===== src/rtl/udp_port_seq_match.sv =====
// udp_port_seq_match
// Run-time configurable UDP destination-port matcher for the Rx path.
// Each packet's port is looked up by a sequential, lowest-index-first scan
// of an n_ch-entry table. The result (hit, udp_sel) is presented with a
// one-cycle done strobe.
// Optional feature macro: UDP_PORT_SEQ_STATS_EN builds saturating per-entry
// hit counters and a miss counter, readable through stat_sel/stat_cnt.
module udp_port_seq_match #(
  parameter int n_ch       = 8,
  parameter int sel_w      = 3,
  parameter int init_port0 = 7,
  parameter int cnt_w      = 16
) (
  input  logic             clk,
  input  logic             rst_n,
  input  logic             cfg_we,
  input  logic [sel_w-1:0] cfg_addr,
  input  logic [15:0]      cfg_port,
  input  logic             cfg_en,
  input  logic             start,
  input  logic [15:0]      dst_port,
  output logic             busy,
  output logic             done,
  output logic             hit,
  output logic [sel_w-1:0] udp_sel,
  input  logic [sel_w:0]   stat_sel,
  input  logic             stat_clr,
  output logic [cnt_w-1:0] stat_cnt
);

  localparam logic [1:0] S_IDLE   = 2'd0;
  localparam logic [1:0] S_SEARCH = 2'd1;
  localparam logic [1:0] S_REPORT = 2'd2;

  localparam logic [sel_w-1:0] LAST_IDX = sel_w'(n_ch - 1);

  logic [1:0]       state;
  logic [sel_w-1:0] idx;
  logic [15:0]      key;
  logic [15:0]      port_tab [n_ch];
  logic [n_ch-1:0]  en_tab;
  logic             match;

  // Port table: entry 0 comes up as the echo service, others disabled
  always_ff @(posedge clk or negedge rst_n) begin
    if (!rst_n) begin
      for (int i = 0; i < n_ch; i++) begin
        port_tab[i] <= '0;
      end
      port_tab[0] <= 16'(init_port0);
      en_tab      <= '0;
      en_tab[0]   <= 1'b1;
    end else if (cfg_we && (int'(cfg_addr) < n_ch)) begin
      port_tab[cfg_addr] <= cfg_port;
      en_tab[cfg_addr]   <= cfg_en;
    end
  end

  // Compare the current entry; a zero key is never a valid port
  always_comb begin
    match = en_tab[idx] && (port_tab[idx] == key) && (key != 16'd0);
  end

  // Search key capture; only meaningful while a search is running
  always_ff @(posedge clk) begin
    if (state == S_IDLE && start) begin
      key <= dst_port;
    end
  end

  // Search FSM: scan upward from entry 0, stop on first match or last entry
  always_ff @(posedge clk or negedge rst_n) begin
    if (!rst_n) begin
      state   <= S_IDLE;
      idx     <= '0;
      hit     <= 1'b0;
      udp_sel <= '0;
    end else begin
      case (state)
        S_IDLE: begin
          if (start) begin
            idx   <= '0;
            state <= S_SEARCH;
          end
        end
        S_SEARCH: begin
          if (match) begin
            hit     <= 1'b1;
            udp_sel <= idx;
            state   <= S_REPORT;
          end else if (idx == LAST_IDX) begin
            hit     <= 1'b0;
            udp_sel <= '0;
            state   <= S_REPORT;
          end else begin
            idx <= idx + 1'b1;
          end
        end
        S_REPORT: begin
          state <= S_IDLE;
        end
        default: begin
          state <= S_IDLE;
        end
      endcase
    end
  end

  // Status decode straight from the state register
  always_comb begin
    busy = (state == S_SEARCH);
    done = (state == S_REPORT);
  end

`ifdef UDP_PORT_SEQ_STATS_EN
  logic [cnt_w-1:0] cnt [n_ch+1];

  // Saturating counters: entries 0..n_ch-1 count hits, entry n_ch counts misses
  always_ff @(posedge clk or negedge rst_n) begin
    if (!rst_n) begin
      for (int i = 0; i <= n_ch; i++) begin
        cnt[i] <= '0;
      end
    end else begin
      for (int i = 0; i <= n_ch; i++) begin
        if (stat_clr) begin
          cnt[i] <= '0;
        end else if (done && (cnt[i] != {cnt_w{1'b1}})) begin
          if (i == n_ch) begin
            if (!hit) cnt[i] <= cnt[i] + 1'b1;
          end else if (hit && (int'(udp_sel) == i)) begin
            cnt[i] <= cnt[i] + 1'b1;
          end
        end
      end
    end
  end

  // Registered readback; out-of-range selects read as zero
  always_ff @(posedge clk or negedge rst_n) begin
    if (!rst_n) begin
      stat_cnt <= '0;
    end else if (int'(stat_sel) <= n_ch) begin
      stat_cnt <= cnt[stat_sel];
    end else begin
      stat_cnt <= '0;
    end
  end
`else
  logic unused_stat;

  // Statistics not built: readback is tied off
  always_comb begin
    stat_cnt    = '0;
    unused_stat = ^{stat_sel, stat_clr};
  end
`endif

endmodule


===== config.mk =====
export PLATFORM = sky130hd
export DESIGN_NAME = udp_port_seq_match
export DESIGN_NICKNAME = d
export VERILOG_FILES = /design/src/rtl/udp_port_seq_match.sv
export SDC_FILE = /design/constraint.sdc
export NUM_CORES = 1
export LEC_CHECK = 0
export BUFFER_PORTS_ARGS = -buffer_cell sky130_fd_sc_hd__buf_2
export CORE_MARGIN = 2
export CORE_UTILIZATION = 59
export DETAILED_ROUTE_END_ITERATION = 8
export MAX_ROUTING_LAYER = met4
export PLACE_DENSITY = 0.88
export SYNTH_ARGS = -nofsm -noshare
export SYNTH_HDL_FRONTEND = slang
export SYNTH_SLANG_ARGS = --single-unit

===== constraint.sdc =====
create_clock -name clk -period 3.3 [get_ports clk]
set_clock_uncertainty 0.1 [all_clocks]
set_input_delay 0.33 -clock clk [delete_from_list [all_inputs] [get_ports clk]]
set_output_delay 0.33 -clock clk [all_outputs]
set_load 0.02 [all_outputs]

==> metrics.txt <==
status finished, final reports clean; Tmin final 3.01 ns; Post-Synth XOR/XNOR Area 1.77%; Cells after Synth 464; Buffers on Ports 45; Die H 116 microns; Max Root-Sink Buffers 2; Placer Congestion 0.781; initial antenna violation count 0; r2r setup slk 0.29 ns; 1st-pass router iterations 4; RR Endpoint idx[2]$_DFFE_PN0P_; r2r startpoint idx[0]$_DFFE_PN0P_; CP arrival 3.21 ns; multiplexer share of the synthesized area 34.5%; global-route wire length before repair 25,100 microns; area delta synth->final 16.0%; worst hold stages 2; HP Class in -> reg; P_leak 3.67 nW; htree depth 4; period utilization 91.1%; clock latency on the worst-skew pair 0.43 ns; Hold EP port_tab[43]$_DFFE_PN0P_; CTS sink cnt 161; number of nets with antenna violations after routing 0; post-synth design cell area 7440 sq um; grt ovf 0; Worst EP required 3.50 ns; DR iter-0 viols 313; core area 12,500 sq um; CTS Buf Count 17; TNS Setup 0 ns; die extent in x 116 microns; FP Rows 41; largest family of logic cells by synthesized area multiplexers; Crit. Startpoint idx[0]$_DFFE_PN0P_; # DRC 0; dpl hpwl 9770 microns; fraction of layout cells with a size suffix above 1 48.7%; die area 13,500 sq um; YS warnings 0; final net count 586; CP startpoint kind register; IO Count 67; critical path peak fanout 10; power per standard cell area 783 nW/um^2; final setup vio count 0; CP endpoint kind register; RSZ-0062 raised after global routing false; HP Start cfg_port[11]; MaxCap Viol Count 0; number of global-route vias before repair 4,587; largest net degree at the start of global routing 93; clock root cell clkbuf_16; Synth Area in Adders 0.336%; cell area after layout 8630 sq um; register area share after synthesis 55.3%; gr usage total 26.5%; synth unique cells 34; Routed WL per cell 21.4 microns; fmax 0.333 GHz; Worst-Margin Slew 0.829 ns; slew margin rel. 44.7%; dpl cell area 7880 sq um; total inserted antenna cells 0; via count of the routed design 4,263; post-synthesis compound-gate area fraction 0.908%; CP Class reg -> reg; Initial Utilization 59.7%; clock-pin slew on the worst setup and hold paths 0.06 ns; Register-to-Register Path Depth 9; Simple-Gate Fraction of Synth Area 3.55%; Slew Viols, Final 0; WL final 15,500 microns; #FFs+latches synth 161; Final Hold Violating Endpoints 0; TritonCTS clock tree done; worst vdd ir 0.536 mV; Syn Area/Cell 16.0 sq um; vias per cell 5.89
==> power by group <==
| group | internal (mW) | switching [mW] |
|---|---|---|
| clock network | 1.12 | 0.784 |
| logic | 1.15 | 0.979 |
| registers | 2.46 | 0.267 |
| total | 4.73 | 2.03 |
==> cell families (layout without fill, tap and decap cells) <==
| logic type | after synthesis | after routing |
|---|---|---|
| buffers and inverters | 41 | 114 |
| adder cells (fa/ha/maj) | 2 | 2 |
| AND/OR/NAND/NOR | 42 | 42 |
| XOR/XNOR | 15 | 15 |
| AO/OA/AOI/OAI | 9 | 9 |
| flip-flops | 161 | 161 |
| multiplexers | 193 | 193 |
| other | 1 | 16 |
==> how the worst max path moves through the flow <==
| stage | slack (ns) | depth (start not counted) | endpoint |
|---|---|---|---|
| finish | 0.29 | 9 | idx[2]$_DFFE_PN0P_ |
| global route | 0.14 | 9 | udp_sel[1]$_DFFE_PN0P_ |
| CTS | 0.28 | 9 | idx[2]$_DFFE_PN0P_ |
| detailed placement | 0.33 | 9 | idx[2]$_DFFE_PN0P_ |
| global placement | 0.40 | 9 | idx[1]$_DFFE_PN0P_ |
| floorplan | 0.71 | 11 | idx[1]$_DFFE_PN0P_ |
==> area by class of cell <==
cell class | instances | area, sq um
flip-flops and latches | 161 | 4120
fillers | 835 | 3830
multi-input cells | 277 | 3140
repair buffers | 80 | 574
clock buffers | 22 | 484
well taps | 172 | 215
clock inverters | 10 | 97.6
inverters | 2 | 7.51
==> flip-flops by register name, indices dropped and copies added (netlist names) <==
signal    count
port_tab    128
key          16
idx           3
state         2
udp_sel       3
en_tab        8
hit           1
==> per-stage QoR <==
| step | util (%) | worst slack [ns] | power (mW) | cells | hold WS (ns) |
|---|---|---|---|---|---|
| 6_report | 69.3 | 0.295 | 6.76 | 724 | 0.136 |
| 5_1_grt | 69.3 | 0.135 | 7.09 | 724 | 0.138 |
| 3_3_place_gp | 63.2 | 0.404 | 4.74 | 675 | 0.332 |
| 4_1_cts | 69.2 | 0.284 | 6.80 | 723 | 0.00503 |
| 2_1_floorplan | - | 0.705 | 4.34 | 479 | -0.0656 |
| 3_5_place_dp | 63.2 | 0.331 | 4.87 | 675 | 0.354 |
==> synthesized netlist by cell type <==
cell / count / area, sq um
xnor2_1: 2 / 17.5
nor4_1: 4 / 25.0
a21oi_1: 2 / 10.0
buf_6: 4 / 45.0
nor2b_1: 6 / 37.5
clkbuf_1: 14 / 52.6
buf_2: 3 / 15.0
a22oi_1: 3 / 22.5
dfstp_2: 4 / 105
nand3_1: 1 / 5.00
mux2i_1: 21 / 210
nor4_4: 1 / 21.3
edfxtp_1: 16 / 480
o21ai_0: 3 / 15.0
mux4_1: 10 / 263
inv_1: 2 / 7.51
conb_1: 1 / 3.75
or2_2: 2 / 12.5
nor3b_1: 3 / 22.5
nor3_1: 5 / 25.0
buf_4: 17 / 128
ha_1: 2 / 25.0
dfrtp_1: 141 / 3530
nor2_2: 1 / 6.26
mux2_1: 2 / 22.5
nand2_1: 8 / 30.0
xor2_1: 13 / 114
nand4_1: 4 / 25.0
nand4b_1: 4 / 35.0
buf_12: 1 / 20.0
a211oi_4: 1 / 20.0
nand2b_1: 3 / 18.8
mux2_2: 136 / 1530
mux4_2: 24 / 541
==> worst max-delay path, stage by stage, from the launching register on <==
cell      delay, ns
dfrtp_2        0.59
buf_4          0.22
buf_4          0.18
mux4_2         0.51
mux2i_1        0.25
a21oi_1        0.08
nand4b_1       0.16
nor4_4         0.09
a211oi_4       0.33
mux2_1         0.37
==> layout by cell type (no fill, tap or decap), types with 2 or more instances in the layout <==
cell type and count:
nor3_2 2, xor2_1 13, nor3_1 3, inv_1 2, inv_6 3, nand4_1 4, dlygate4sd3_1 17, clkbuf_8 4
nand2b_1 3, edfxtp_1 16, dfstp_2 4, nand2_1 8, nor2b_1 6, clkbuf_16 17, mux2_1 2, mux2i_1 21
conb_1 16, nand4b_1 4, or2_2 2, nor3b_2 3, buf_4 15, a22oi_1 3, o21ai_0 3, clkinv_4 2
ha_1 2, a21oi_1 2, clkinv_2 2, xnor2_1 2, mux4_2 24, buf_12 3, dfrtp_1 140, nor4_1 4
mux4_1 10, buf_2 44, mux2_2 136
==> timing repair <==
action | in CTS | in global routing
buffers inserted | 0 | 0
hold endpoints to repair | 102 | 1
hold buffers | 16 | 1
resized for setup | 0 | 0
==> metal layers <==
metal	global-route usage (%)	share of wire (%)
met5	-	0
met4	8.49	1.7
met3	5.92	4.2
met2	43.6	52
met1	33.0	42
Power figures use the tool's default switching activity.
